--- src/rtl/mem_stage_mc.sv ---
// MEM stage: resolves branches from EX flags and runs a req/ack data-memory access,
// stalling upstream while the access is in flight and aborting it after TIMEOUT cycles.
module mem_stage_mc #(
  parameter int DW      = 16,
  parameter int AW      = 16,
  parameter int TIMEOUT = 15
) (
  input  logic          clk,
  input  logic          rst,
  input  logic          valid_in,
  input  logic [2:0]    M,
  input  logic [1:0]    WB_in,
  input  logic [2:0]    flags_in,
  input  logic [2:0]    cond,
  input  logic [AW-1:0] addr,
  input  logic [DW-1:0] wdata,
  input  logic [AW-1:0] PCbranch_in,
  input  logic [DW-1:0] ALU_in,
  output logic          stall,
  output logic          Branch,
  output logic [AW-1:0] PCbranch,
  output logic          mem_req,
  output logic          mem_we,
  output logic [AW-1:0] mem_addr,
  output logic [DW-1:0] mem_wdata,
  input  logic          mem_ack,
  input  logic [DW-1:0] mem_rdata,
  output logic          wb_valid,
  output logic [1:0]    wb_ctrl,
  output logic [DW-1:0] wb_rdata,
  output logic [DW-1:0] wb_alu,
  output logic          wb_err
);
  localparam int CW = $clog2(TIMEOUT + 1);
  localparam logic [CW-1:0] CNT_LAST = CW'(TIMEOUT - 1);

  typedef enum logic {IDLE, ACCESS} state_t;

  state_t          state_q, state_d;
  logic [CW-1:0]   cnt_q, cnt_d;
  logic            req_q, req_d, we_q, we_d;
  logic [AW-1:0]   addr_q, addr_d;
  logic [DW-1:0]   wdata_q, wdata_d;
  logic [1:0]      wbl_q, wbl_d;
  logic [DW-1:0]   alul_q, alul_d;
  logic            wbv_q, wbv_d, err_q, err_d;
  logic [1:0]      ctrl_q, ctrl_d;
  logic [DW-1:0]   rdata_q, rdata_d, alu_q, alu_d;
  logic            cond_met;

  logic ov, neg, zr;
  assign {ov, neg, zr} = flags_in;

  always_comb begin
    cond_met = 1'b0;
    unique case (cond)
      3'b000: cond_met = !zr;
      3'b001: cond_met = zr;
      3'b010: cond_met = !zr && !neg;
      3'b011: cond_met = neg;
      3'b100: cond_met = zr || !neg;
      3'b101: cond_met = neg || zr;
      3'b110: cond_met = ov;
      default: cond_met = 1'b1;
    endcase
  end

  assign Branch   = valid_in & M[2] & (state_q == IDLE) & cond_met;
  assign stall    = (state_q == ACCESS);
  assign PCbranch = PCbranch_in;

  always_comb begin
    state_d = state_q;
    cnt_d   = cnt_q;
    req_d   = req_q;
    we_d    = we_q;
    addr_d  = addr_q;
    wdata_d = wdata_q;
    wbl_d   = wbl_q;
    alul_d  = alul_q;
    wbv_d   = 1'b0;
    err_d   = err_q;
    ctrl_d  = ctrl_q;
    rdata_d = rdata_q;
    alu_d   = alu_q;
    unique case (state_q)
      IDLE: begin
        if (valid_in) begin
          if (M[1:0] == 2'b00) begin
            wbv_d   = 1'b1;
            ctrl_d  = WB_in;
            alu_d   = ALU_in;
            rdata_d = '0;
            err_d   = 1'b0;
          end else begin
            // M=11 falls through as a write
            state_d = ACCESS;
            cnt_d   = '0;
            req_d   = 1'b1;
            we_d    = M[1];
            addr_d  = addr;
            wdata_d = wdata;
            wbl_d   = WB_in;
            alul_d  = ALU_in;
          end
        end
      end
      ACCESS: begin
        if (mem_ack) begin
          state_d = IDLE;
          cnt_d   = '0;
          req_d   = 1'b0;
          wbv_d   = 1'b1;
          ctrl_d  = wbl_q;
          alu_d   = alul_q;
          rdata_d = we_q ? '0 : mem_rdata;
          err_d   = 1'b0;
        end else if (cnt_q == CNT_LAST) begin
          // abort: report the error but suppress the register write
          state_d = IDLE;
          cnt_d   = '0;
          req_d   = 1'b0;
          wbv_d   = 1'b1;
          ctrl_d  = 2'b00;
          alu_d   = alul_q;
          rdata_d = '0;
          err_d   = 1'b1;
        end else begin
          cnt_d = cnt_q + 1'b1;
        end
      end
      default: state_d = IDLE;
    endcase
  end

  always_ff @(posedge clk) begin
    if (rst) begin
      state_q <= IDLE;
      cnt_q   <= '0;
      req_q   <= 1'b0;
      we_q    <= 1'b0;
      addr_q  <= '0;
      wdata_q <= '0;
      wbl_q   <= '0;
      alul_q  <= '0;
      wbv_q   <= 1'b0;
      err_q   <= 1'b0;
      ctrl_q  <= '0;
      rdata_q <= '0;
      alu_q   <= '0;
    end else begin
      state_q <= state_d;
      cnt_q   <= cnt_d;
      req_q   <= req_d;
      we_q    <= we_d;
      addr_q  <= addr_d;
      wdata_q <= wdata_d;
      wbl_q   <= wbl_d;
      alul_q  <= alul_d;
      wbv_q   <= wbv_d;
      err_q   <= err_d;
      ctrl_q  <= ctrl_d;
      rdata_q <= rdata_d;
      alu_q   <= alu_d;
    end
  end

  assign mem_req   = req_q;
  assign mem_we    = we_q;
  assign mem_addr  = addr_q;
  assign mem_wdata = wdata_q;
  assign wb_valid  = wbv_q;
  assign wb_ctrl   = ctrl_q;
  assign wb_rdata  = rdata_q;
  assign wb_alu    = alu_q;
  assign wb_err    = err_q;

endmodule
--- config.mk ---
export PLATFORM = sky130hd
export DESIGN_NAME = mem_stage_mc
export DESIGN_NICKNAME = d
export VERILOG_FILES = /design/src/rtl/mem_stage_mc.sv
export SDC_FILE = /design/constraint.sdc
export NUM_CORES = 1
export LEC_CHECK = 0
export ABC_AREA = 0
export BUFFER_PORTS_ARGS = -buffer_cell sky130_fd_sc_hd__clkbuf_2
export CAP_MARGIN = 40
export CORE_MARGIN = 1
export CORE_UTILIZATION = 41
export CTS_CLUSTER_DIAMETER = 100
export CTS_CLUSTER_SIZE = 28
export DETAILED_ROUTE_END_ITERATION = 10
export PLACE_DENSITY = 0.84
export SKIP_CTS_REPAIR_TIMING = 1
export SLEW_MARGIN = 20
export SYNTH_ARGS = -nofsm -noshare
export SYNTH_HDL_FRONTEND = slang
export SYNTH_SLANG_ARGS = --single-unit
export TNS_END_PERCENT = 1
--- constraint.sdc ---
create_clock -name clk -period 1.7 [get_ports clk]
set_clock_uncertainty 0.1 [all_clocks]
set_input_delay 0.085 -clock clk [delete_from_list [all_inputs] [get_ports clk]]
set_output_delay 0.085 -clock clk [all_outputs]
set_load 0.005 [all_outputs]
==> results of run 1 <==
## final timing paths
kind	startpoint	endpoint	slack, ns	cells past startpoint
worst min register to register	wbl_q[0]	wbl_q[0]	0.38	2
worst max-delay path	cnt_q[0]	wb_rdata[6]	0.04	6
worst min-delay path	mem_rdata[3]	wb_rdata[3]	-0.12	2
worst max register to register	cnt_q[0]	wb_rdata[6]	0.04	6
## sequential cells by signal, indices dropped and copies added, names as in the netlist
signal / flops
wb_alu: 16
wb_rdata: 16
wb_ctrl: 2
mem_addr: 16
wbl_q: 2
mem_we: 1
stall: 1
wb_err: 1
mem_req: 1
wb_valid: 1
mem_wdata: 16
cnt_q: 4
alul_q: 16
## power breakdown
group | total (W) | switching [W] | internal, W | leakage (nW)
Clock | 0.00149 | 0.000796 | 0.000690 | 0.0931
Combinational | 0.000827 | 0.000403 | 0.000424 | 1.49
Sequential | 0.00238 | 0.0000717 | 0.00231 | 0.761
Total | 0.00469 | 0.00127 | 0.00342 | 2.34
## area by class of cell
| cell class | instances | area share, % |
|---|---|---|
| Timing Repair Buffer | 237 | 29.73 |
| Clock inverter | 6 | 1.305 |
| Clock buffer | 10 | 2.335 |
| Inverter | 5 | 0.3433 |
| Tap cell | 108 | 2.472 |
| Sequential cell | 93 | 34.08 |
| Multi-Input combinational cell | 252 | 29.73 |
## metrics by stage
stage	cells	hold slack (ns)	setup TNS (ns)	total power (W)	setup slack, ns
final	711	-0.1249	0	0.004692	0.03826
after global routing	711	-0.1196	-0.01606	0.004876	-0.01233
after CTS	643	-0.1741	-0.1666	0.004569	-0.1666
after detailed placement	627	0.07003	0	0.003106	0.03559
after global placement	627	0.07003	0	0.003074	0.09003
after floorplan	404	0.1177	-0.05205	0.002801	-0.005205
## routing by layer
layer  part of all wire (%)  vias to the layer above  track usage, %
met1                     39                     1879           26.40
met2                     50                      199           37.59
met4                    3.2                        0           10.96
met5                      0                        -               0
li1                       -                     1875               -
met3                    7.6                       39           5.440
## placed cells by master (no fill, tap or decap), types with 2 or more instances in the layout
| master | count |
|---|---|
| sky130_fd_sc_hd__a211oi_1 | 3 |
| sky130_fd_sc_hd__a21oi_1 | 57 |
| sky130_fd_sc_hd__a22o_1 | 16 |
| sky130_fd_sc_hd__a31oi_1 | 2 |
| sky130_fd_sc_hd__and2_1 | 2 |
| sky130_fd_sc_hd__buf_12 | 4 |
| sky130_fd_sc_hd__buf_4 | 15 |
| sky130_fd_sc_hd__clkbuf_2 | 149 |
| sky130_fd_sc_hd__clkbuf_8 | 9 |
| sky130_fd_sc_hd__clkinv_4 | 2 |
| sky130_fd_sc_hd__clkinvlp_4 | 2 |
| sky130_fd_sc_hd__dfxtp_1 | 92 |
| sky130_fd_sc_hd__dlygate4sd3_1 | 67 |
| sky130_fd_sc_hd__inv_1 | 3 |
| sky130_fd_sc_hd__nand2_1 | 3 |
| sky130_fd_sc_hd__nand3_1 | 55 |
| sky130_fd_sc_hd__o21a_1 | 18 |
| sky130_fd_sc_hd__o21ai_0 | 53 |
| sky130_fd_sc_hd__o221a_2 | 18 |
| sky130_fd_sc_hd__or3_1 | 2 |
## cells by family (layout without fill, tap and decap cells)
family,Yosys count,in the layout
adder cells (fa/ha/maj),2,2
AND/OR/NAND/NOR,75,75
buffers and inverters,59,258
flip-flops,93,93
AO/OA/AOI/OAI,175,175
==> out/summary.log, run 1 <==
[run_status] outcome finished, violations left
[run_status] violations in the final reports design-rule violations, negative hold slack
[logic_synthesis] fraction of the mapped netlist area in simple logic gates 10.96%
[clocking] number of clock sinks 93
[route] post-detailed-route count of antenna-violating nets 0
[logic_synthesis] fraction of the yosys area taken by sequential cells 49.55%
[sta] RSZ-0062 raised after global routing yes
[route] number of detailed-route iterations in the first pass 8
[setup_path] ordered cell list for the critical path inv_1 > ha_2 > a31o_4 > a221oi_4 > buf_12 > a22o_1
[logic_synthesis] cell type contributing the most total cell area after synthesis sky130_fd_sc_hd__dfxtp_1
[sta] transition at the pin with the smallest max-transition slack 0.5594 ns
[route] vias after detailed routing 3992
[setup_path] Slowest Stage Delay on Critical Path 0.34 ns
[logic_synthesis] count leader, synth sky130_fd_sc_hd__dfxtp_1
[clocking] Worst-path clk slew 0.09 ns
[route] number of violations reported at the end of detailed-routing iteration 0 222
[sta] final hold slack -0.1249 ns
[grt] leftover overflow at the end of global routing 0
[sta] share of the cycle needed by the critical path after routing 97.75%
[grt] GRT Util Overall 22.22%
[die] die span in x 97.73 µm
[layout] Finished Cell Area 5466 µm²
[place] Buffers on Ports 150
[layout] count of inserted antenna diode cells 0
[sta] maximum clock frequency 601.8 MHz
[logic_synthesis] parity-gate share of the synthesized area counting xor and xnor cells 0%
[logic_synthesis] Post-synth EDFFs 0
[layout] final-layout fill cell count 723
[logic_synthesis] Mapped Nets 501
[setup_path] sort of element at the start of the critical path register
[sta] final-report setup violation count 0
[logic_synthesis] Post-Synthesis Cells 404
[grt] maximum number of pins on one net before global-route repair 40
[logic_synthesis] post-synthesis adder-cell area fraction 0.6660%
[layout] nets@finish 695
[power] Leak 2.344 nW
[logic_synthesis] top cells by instance count after synthesis sky130_fd_sc_hd__dfxtp_1 (93), sky130_fd_sc_hd__a21oi_1 (57), sky130_fd_sc_hd__nand3_1 (55), sky130_fd_sc_hd__o21ai_0 (53), sky130_fd_sc_hd__clkbuf_1 (31)
[grt] first-pass GRT wire length 17110 µm
[clocking] htree depth 3
[logic_synthesis] largest family of logic cells by synthesized area compound AO/OA/AOI/OAI gates
[die] Placeable Area 8806 µm²
[logic_synthesis] average size of a mapped cell 9.300 µm²
[route] remaining design rule violation count 14
[power] Peak supply drop 0.5944 mV
[die] number of core rows 34
[logic_synthesis] fraction of post-synthesis cell area in the top cell type by area 49.55%
[layout] area occupied by multi-input gates 1625 µm²
[setup_path] maximum fanout encountered on the critical timing path 16
[logic_synthesis] number of storage elements in the synthesis netlist 93
[setup_path] buffers plus inverters on the worst setup path 2
[layout] area occupied by registers 1863 µm²
[logic_synthesis] count of distinct cell types in the synthesized netlist 39
[logic_synthesis] number of warnings reported in the yosys synthesis log 0
[die] initial core utilization 42.67%
[setup_path] Crit Path Class register to register
[logic_synthesis] async set-or-reset flop fraction in the synthesized netlist 0%
[sta] final number of hold-violating endpoints 1
[clocking] clock tree from TritonCTS done
[die] vertical die dimension 97.73 µm
[logic_synthesis] area fraction in compound gates after synthesis 30.54%
[setup_path] critical path endpoint category register
[place] RePlAce Congestion 0.8409
[layout] post-synthesis to final-layout area growth 45.49%
[clocking] number of CTS-inserted buffers 9
[power] power per standard cell area 858.4 nW/µm²
[sta] final number of max-transition violations 0
[route] post-detailed-route wirelength per cell 16.74 µm
[setup_path] Largest delay share family, worst path compound AO/OA/AOI/OAI gates
[logic_synthesis] Most used DFF post-synth sky130_fd_sc_hd__dfxtp_1
[route] average via count per standard cell 5.615
[die] ports placed on the boundary 183
[sta] min cycle time layout 1.662 ns
[hold_path] path category of the worst min-delay check primary input to register
[logic_synthesis] post-synthesis mux area share 0%
[setup_path] required time of the critical path 1.91 ns
[layout] share of layout cells above drive strength 1 35.99%
[setup_path] arrival time at the worst endpoint 1.87 ns
[route] DRT Wirelength 11900 µm
[grt] number of antenna violations at the first check in global routing 0
[clocking] Root Buffer Master sky130_fd_sc_hd__clkbuf_8
[logic_synthesis] mapped cell area 3757 µm²
[grt] vias in the first global route 3639
[logic_synthesis] leading post-synthesis cells by cell area sky130_fd_sc_hd__dfxtp_1 (50%), sky130_fd_sc_hd__a21oi_1 (7.6%), sky130_fd_sc_hd__nand3_1 (7.3%), sky130_fd_sc_hd__o21ai_0 (7.1%), sky130_fd_sc_hd__o221a_2 (5.4%)
[place] Detailed Place HPWL 7311 µm
[die] total die area 9551 µm²
[layout] utilization after layout 62.08%
[setup_path] Crit-path slowest cell sky130_fd_sc_hd__dfxtp_1
[sta] max_slew headroom 62.48%
[place] Post-DP Area 4566 µm²
[run] maxcap violations 0
[clocking] Skew-Pair Late Insertion Delay 0.36 ns
[clocking] maximum root-to-sink buffer count 2
No activity file was read; power rests on OpenSTA's default activity.
==> run 2: changes to the inputs <==
--- a/config.mk
+++ b/config.mk
@@ -5,15 +5,15 @@
 export SDC_FILE = /design/constraint.sdc
 export NUM_CORES = 1
 export LEC_CHECK = 0
-export ABC_AREA = 0
+export ABC_AREA = 1
 export BUFFER_PORTS_ARGS = -buffer_cell sky130_fd_sc_hd__clkbuf_2
 export CAP_MARGIN = 40
 export CORE_MARGIN = 1
-export CORE_UTILIZATION = 41
+export CORE_UTILIZATION = 42
 export CTS_CLUSTER_DIAMETER = 100
 export CTS_CLUSTER_SIZE = 28
 export DETAILED_ROUTE_END_ITERATION = 10
-export PLACE_DENSITY = 0.84
+export PLACE_DENSITY = 0.85
 export SKIP_CTS_REPAIR_TIMING = 1
 export SLEW_MARGIN = 20
 export SYNTH_ARGS = -nofsm -noshare
==> out/summary.log, run 2 <==
[run_status] violations in the final reports negative hold slack
[place] worst slack at placement 0.2191 ns [+0.1835 ns]
[route] number of detailed-route iterations in the first pass 4 [-4]
[setup_path] arrival time at the worst endpoint 1.72 ns [-0.15 ns]
[die] number of core rows 35 [+2.9%]
[die] total die area 9964 µm² [+4.3%]
[logic_synthesis] number of warnings reported in the yosys synthesis log 0 [unchanged]
[place] RePlAce Congestion 0.8541 [+1.6%]
[die] initial core utilization 43.49% [+0.83 points]
[setup_path] required time of the critical path 1.86 ns [-0.05 ns]
[clocking] number of CTS-inserted buffers 9 [unchanged]
[clocking] number of clock sinks 93 [unchanged]
[place] Post-DP Area 4697 µm² [+2.9%]
[setup_path] Largest delay share family, worst path simple AND/OR/NAND/NOR gates
[layout] Finished Cell Area 5573 µm² [+1.9%]
[logic_synthesis] number of storage elements in the synthesis netlist 93 [unchanged]
[clocking] maximum root-to-sink buffer count 2 [unchanged]
[route] DRT Wirelength 11330 µm [-4.8%]
[route] post-detailed-route wirelength per cell 12.98 µm [-22%]
[layout] utilization after layout 60.31% [-1.8 points]
[logic_synthesis] count leader, synth sky130_fd_sc_hd__nor2_1
[layout] nets@finish 836 [+20%]
[sta] final number of max-transition violations 0 [unchanged]
[logic_synthesis] Post-synth EDFFs 0 [unchanged]
[sta] max_slew headroom 63.90% [+1.4 points]
[power] power per standard cell area 889.1 nW/µm² [+3.6%]
[logic_synthesis] cell type contributing the most total cell area after synthesis sky130_fd_sc_hd__dfxtp_1
[logic_synthesis] fraction of the yosys area taken by sequential cells 46.33% [-3.2 points]
[clocking] clock tree from TritonCTS done
[die] Placeable Area 9240 µm² [+4.9%]
[grt] GRT Util Overall 19.33% [-2.9 points]
[logic_synthesis] Most used DFF post-synth sky130_fd_sc_hd__dfxtp_1
[layout] post-synthesis to final-layout area growth 38.67%
[clocking] Root Buffer Master sky130_fd_sc_hd__clkbuf_8
[route] post-detailed-route count of antenna-violating nets 0 [unchanged]
[run] maxcap violations 0 [unchanged]
[route] remaining design rule violation count 0 [-14]
[die] ports placed on the boundary 183 [unchanged]
[sta] final hold slack -0.03336 ns [+0.09155 ns]
[die] vertical die dimension 99.82 µm [+2.1%]
[logic_synthesis] count of distinct cell types in the synthesized netlist 26 [-33%]
[setup_path] buffers plus inverters on the worst setup path 2 [unchanged]
[logic_synthesis] average size of a mapped cell 7.320 µm² [-21%]
[sta] maximum clock frequency 642.7 MHz [+6.8%]
[setup_path] ordered cell list for the critical path inv_1 > ha_1 > nand3_1 > nand2_1 > nand2_2 > buf_12 > nand3_1 > nand2_1 > nor2_1
[layout] most common cell after layout, fill and taps aside sky130_fd_sc_hd__clkbuf_2
[clocking] htree depth 3 [unchanged]
[clocking] Worst-path clk slew 0.10 ns [about the same]
[setup_path] maximum fanout encountered on the critical timing path 30 [+14]
[grt] first-pass GRT wire length 15500 µm [-9.4%]
[run_status] outcome finished, violations left
[die] die span in x 99.82 µm [+2.1%]
[grt] maximum number of pins on one net before global-route repair 37 [-7.5%]
[clocking] Skew-Pair Late Insertion Delay 0.35 ns [about the same]
[logic_synthesis] mapped cell area 4019 µm² [+7.0%]
[logic_synthesis] Mapped Nets 646 [+29%]
[sta] setup slack after layout 0.1440 ns [+0.1058 ns]
[setup_path] critical path endpoint category register
[sta] transition at the pin with the smallest max-transition slack 0.5402 ns [-0.01924 ns]
[logic_synthesis] fraction of post-synthesis cell area in the top cell type by area 46.33% [-3.2 points]
[layout] share of layout cells above drive strength 1 25.81% [-10 points]
[setup_path] sort of element at the start of the critical path register
[layout] count of inserted antenna diode cells 0 [unchanged]
[setup_path] Crit Path Class register to register
[logic_synthesis] leading post-synthesis cells by cell area sky130_fd_sc_hd__dfxtp_1 (46%), sky130_fd_sc_hd__nor2_1 (12%), sky130_fd_sc_hd__nand2_1 (7.5%), sky130_fd_sc_hd__nand3_1 (6.1%), sky130_fd_sc_hd__inv_1 (5.0%)
[logic_synthesis] async set-or-reset flop fraction in the synthesized netlist 0% [unchanged]
[grt] number of antenna violations at the first check in global routing 0 [unchanged]
[route] vias after detailed routing 4177 [+4.6%]
[power] Leak 2.730 nW [+16%]
[place] Detailed Place HPWL 6591 µm [-9.8%]
[sta] final-report setup violation count 0 [unchanged]
[grt] vias in the first global route 3556 [-2.3%]
[grt] leftover overflow at the end of global routing 0 [unchanged]
[setup_path] Crit-path slowest cell sky130_fd_sc_hd__dfxtp_1
[place] Buffers on Ports 150 [unchanged]
[logic_synthesis] Post-Synthesis Cells 549 [+36%]
[logic_synthesis] top cells by instance count after synthesis sky130_fd_sc_hd__nor2_1 (125), sky130_fd_sc_hd__dfxtp_1 (93), sky130_fd_sc_hd__nand2_1 (80), sky130_fd_sc_hd__inv_1 (53), sky130_fd_sc_hd__nand3_1 (49)
[setup_path] Slowest Stage Delay on Critical Path 0.34 ns [about the same]
[sta] share of the cycle needed by the critical path after routing 91.53% [-6.2 points]
[hold_path] path category of the worst min-delay check primary input to register
[route] number of violations reported at the end of detailed-routing iteration 0 195 [-12%]
[layout] highest-count cells in the layout ignoring fill and taps sky130_fd_sc_hd__clkbuf_2 (150), sky130_fd_sc_hd__nor2_1 (125), sky130_fd_sc_hd__dfxtp_1 (93)
[sta] Fin Setup TNS 0 ns [unchanged]
[sta] final number of hold-violating endpoints 2 [+1]
[route] average via count per standard cell 4.785 [-15%]
[power] Peak supply drop 0.4064 mV [-32%]
[sta] min cycle time layout 1.556 ns [-0.1058 ns]
==> run 2: metrics by stage <==
step	power, W	hold WS, ns	cells
finish	0.004955	-0.03336	873
global route	0.005197	0.01689	873
CTS	0.004845	-0.1621	807
detailed placement	0.003255	0.07003	791
global placement	0.003238	0.07003	791
floorplan	0.002979	0.1190	549
==> run 2: kinds of logic after synthesis <==
family | count (synthesis) | share of synthesized area [%]
buffers and inverters | 104 | 14.10
flip-flops | 93 | 46.33
AND/OR/NAND/NOR | 264 | 27.43
AO/OA/AOI/OAI | 86 | 11.52
adder cells (fa/ha/maj) | 2 | 0.6226
==> run 2: area by class of cell <==
cell class	count	area (µm²)
clock buffer	10	137.6
clock inverter	6	77.57
fill	801	3667
inverter	56	212.7
multi-input combinational	352	1590
sequential	93	1862
tap	129	161.4
timing repair buffer	227	1531
==> run 2: final timing paths <==
kind,endpoint,slack (ns),depth (start not counted),from
max,wb_alu[9],0.14,9,cnt_q[0]
min,wb_rdata[13],-0.03,5,mem_rdata[13]
max reg2reg,wb_alu[9],0.14,9,cnt_q[0]
min reg2reg,alul_q[9],0.37,2,alul_q[9]
==> run 2: worst reg2reg max path, delay by kind of cell (launching register included) <==
kind	cells	cell delay [ns]
adder cells (fa/ha/maj)	1	0.19
buffers and inverters	2	0.26
flip-flops	1	0.34
AND/OR/NAND/NOR	6	0.58
==> run 2: layer usage <==
layer / vias up / wire length (µm) / part of all wire [%] / global-route usage, %
met2: 191 / 5608 / 49 / 33.69
met4: 0 / 257 / 2.3 / 6.561
met1: 1870 / 4640 / 41 / 23.42
li1: 2097 / - / - / -
met3: 19 / 826 / 7.3 / 4.457
met5: - / 0 / 0 / 0
==> run 2: power by group <==
group	leakage [nW]	switching, W	internal, W
clock	0.107	0.000850	0.000753
combinational	1.86	0.000500	0.000439
sequential	0.764	0.0000771	0.00234
==> run 3: changes to the inputs <==
--- a/config.mk
+++ b/config.mk
@@ -13,7 +13,7 @@
 export CTS_CLUSTER_DIAMETER = 100
 export CTS_CLUSTER_SIZE = 28
 export DETAILED_ROUTE_END_ITERATION = 10
-export PLACE_DENSITY = 0.85
+export PLACE_DENSITY = 0.78
 export SKIP_CTS_REPAIR_TIMING = 1
 export SLEW_MARGIN = 20
 export SYNTH_ARGS = -nofsm -noshare
==> out/summary.log, run 3 (synthesis results as in run 2) <==
[setup_path] required time of the critical path 1.86 ns [about the same]
[layout] share of layout cells above drive strength 1 26.01% [+0.20 points]
[grt] number of antenna violations at the first check in global routing 0 [unchanged]
[sta] share of the cycle needed by the critical path after routing 94.61% [+3.1 points]
[grt] maximum number of pins on one net before global-route repair 37 [unchanged]
[die] ports placed on the boundary 183 [unchanged]
[sta] transition at the pin with the smallest max-transition slack 0.5266 ns [-0.01356 ns]
[clocking] maximum root-to-sink buffer count 2 [unchanged]
[route] post-detailed-route wirelength per cell 13.00 µm [+0.11%]
[power] internal cell power 0.003616 W [+2.5%]
[setup_path] Crit Path Class register to register
[setup_path] ordered cell list for the critical path inv_1 > ha_1 > nand3_1 > nand2_1 > nand2_4 > buf_4 > nand3_1 > nand2_1 > nor2_1
[power] Peak supply drop 0.5518 mV [+36%]
[sta] final hold slack -0.05226 ns [-0.01890 ns]
[power] Clk pwr share 33.2% [+0.9 points]
[route] number of detailed-route iterations in the first pass 5 [+1]
[setup_path] sort of element at the start of the critical path register
[clocking] Worst-path clk slew 0.09 ns [about the same]
[route] remaining design rule violation count 0 [unchanged]
[place] Cells after DPL 791 [unchanged]
[die] Placeable Area 9240 µm² [unchanged]
[layout] post-synthesis to final-layout area growth 38.57% [about the same]
[sta] final-report setup violation count 0 [unchanged]
[setup_path] arrival time at the worst endpoint 1.77 ns [+0.05 ns]
[layout] Final Instance Count excl. Fillers 871 [-0.23%]
[route] post-detailed-route count of antenna-violating nets 0 [unchanged]
[place] Buffers on Ports 150 [unchanged]
[die] number of core rows 35 [unchanged]
[route] vias after detailed routing 4276 [+2.4%]
[grt] leftover overflow at the end of global routing 0 [unchanged]
[clocking] number of CTS-inserted buffers 9 [unchanged]
[grt] vias in the first global route 3536 [-0.56%]
[layout] utilization after layout 60.27% [about the same]
[grt] first-pass GRT wire length 15840 µm [+2.2%]
[die] vertical die dimension 99.82 µm [unchanged]
[power] fraction of power spent switching nets 27.91% [-0.89 points]
[clocking] Skew-Pair Late Insertion Delay 0.35 ns [about the same]
[clocking] Root Buffer Master sky130_fd_sc_hd__clkbuf_8
[setup_path] Crit-path slowest cell sky130_fd_sc_hd__dfxtp_1
[run_status] outcome finished, violations left
[route] number of violations reported at the end of detailed-routing iteration 0 244 [+25%]
[die] die span in x 99.82 µm [unchanged]
[power] Leak 2.727 nW [-0.14%]
[sta] RSZ-0062 raised after global routing yes
[route] average via count per standard cell 4.909 [+2.6%]
[die] total die area 9964 µm² [unchanged]
[clocking] clock tree from TritonCTS done
[sta] final number of hold-violating endpoints 4 [+2]
[power] post-layout power 0.005016 W [+1.2%]
[run_status] violations in the final reports negative hold slack
[run] maxcap violations 0 [unchanged]
[sta] final number of max-transition violations 0 [unchanged]
[die] initial core utilization 43.49% [unchanged]
[clocking] number of clock sinks 93 [unchanged]
[power] Sequential Power Share 48.3% [-0.4 points]
[sta] min cycle time layout 1.608 ns [+0.05232 ns]
[setup_path] maximum fanout encountered on the critical timing path 9 [-70%]
[layout] nets@finish 834 [-0.24%]
[sta] max_slew headroom 64.81% [+0.91 points]
[power] power spent charging and discharging nets 0.001400 W [-1.9%]
[place] RePlAce Congestion 0.8183 [-4.2%]
[setup_path] critical path endpoint category register
[layout] most common cell after layout, fill and taps aside sky130_fd_sc_hd__clkbuf_2
[layout] highest-count cells in the layout ignoring fill and taps sky130_fd_sc_hd__clkbuf_2 (150), sky130_fd_sc_hd__nor2_1 (125), sky130_fd_sc_hd__dfxtp_1 (93)
[grt] GRT Util Overall 19.90% [+0.57 points]
[power] power per standard cell area 900.7 nW/µm² [+1.3%]
[place] Detailed Place HPWL 7308 µm [+11%]
[clocking] htree depth 3 [unchanged]
[power] combinational power share 18.6% [-0.3 points]
[sta] maximum clock frequency 621.8 MHz [-3.3%]
[route] DRT Wirelength 11320 µm [-0.11%]
[hold_path] path category of the worst min-delay check primary input to register
[layout] count of inserted antenna diode cells 0 [unchanged]
[setup_path] Slowest Stage Delay on Critical Path 0.35 ns [about the same]
==> run 3: cell count changes in the layout (fill, tap and decap cells not counted), sizes merged <==
cell	delta
inv	-1
bufinv	+1
dlygate4sd3	-2
==> run 3: path summary, 6_finish.rpt <==
check / from / endpoint / slack, ns / cells after the start
setup / recovery: cnt_q[0] / wb_alu[8] / 0.09 / 9
hold / removal: M[1] / mem_we / -0.05 / 3
setup reg to reg: cnt_q[0] / wb_alu[8] / 0.09 / 9
hold reg to reg: alul_q[11] / alul_q[11] / 0.37 / 2
==> run 3: power by group through the flow <==
stage	sequential (W)	clock (W)	combinational, W
after CTS	0.00242	0.00169	0.000793
after global routing	0.00244	0.00178	0.00104
after floorplan	0.00247	0	0.000512
after detailed placement	0.00247	0	0.000789
final	0.00242	0.00166	0.000932
after global placement	0.00246	0	0.000764
==> run 3: per-stage QoR <==
step / instance area (µm²) / worst slack [ns] / TNS [ns] / hold slack [ns]
6_report: 5569 / 0.09171 / 0 / -0.05226
5_1_grt: 5569 / -0.04621 / -0.2292 / -0.05714
4_1_cts: 4906 / 0.03474 / 0 / -0.1648
3_5_place_dp: 4684 / 0.04695 / 0 / 0.07003
3_3_place_gp: 4684 / 0.1416 / 0 / 0.07003
2_1_floorplan: 4019 / 0.2713 / 0 / 0.1190
==> run 3: cell type report <==
cell class	instances	area [µm²]
tap	129	161.4
clock buffer	10	127.6
fill	814	3671
multi-input combinational	352	1609
inverter	56	212.7
sequential	93	1862
timing repair buffer	225	1503
clock inverter	6	93.84
==> run 3: critical path, delay by kind of cell (launching register included) <==
kind                     cells  cell delay (ns)
AND/OR/NAND/NOR              6             0.60
buffers and inverters        2             0.27
flip-flops                   1             0.35
adder cells (fa/ha/maj)      1             0.20
==> run 3: routing by layer <==
metal,GRT usage [%],routed length (µm),vias up
li1,-,-,2098
met3,3.064,523,32
met1,23.69,4664,1998
met2,35.65,5847,148
met4,8.258,286,0
met5,0,0,-
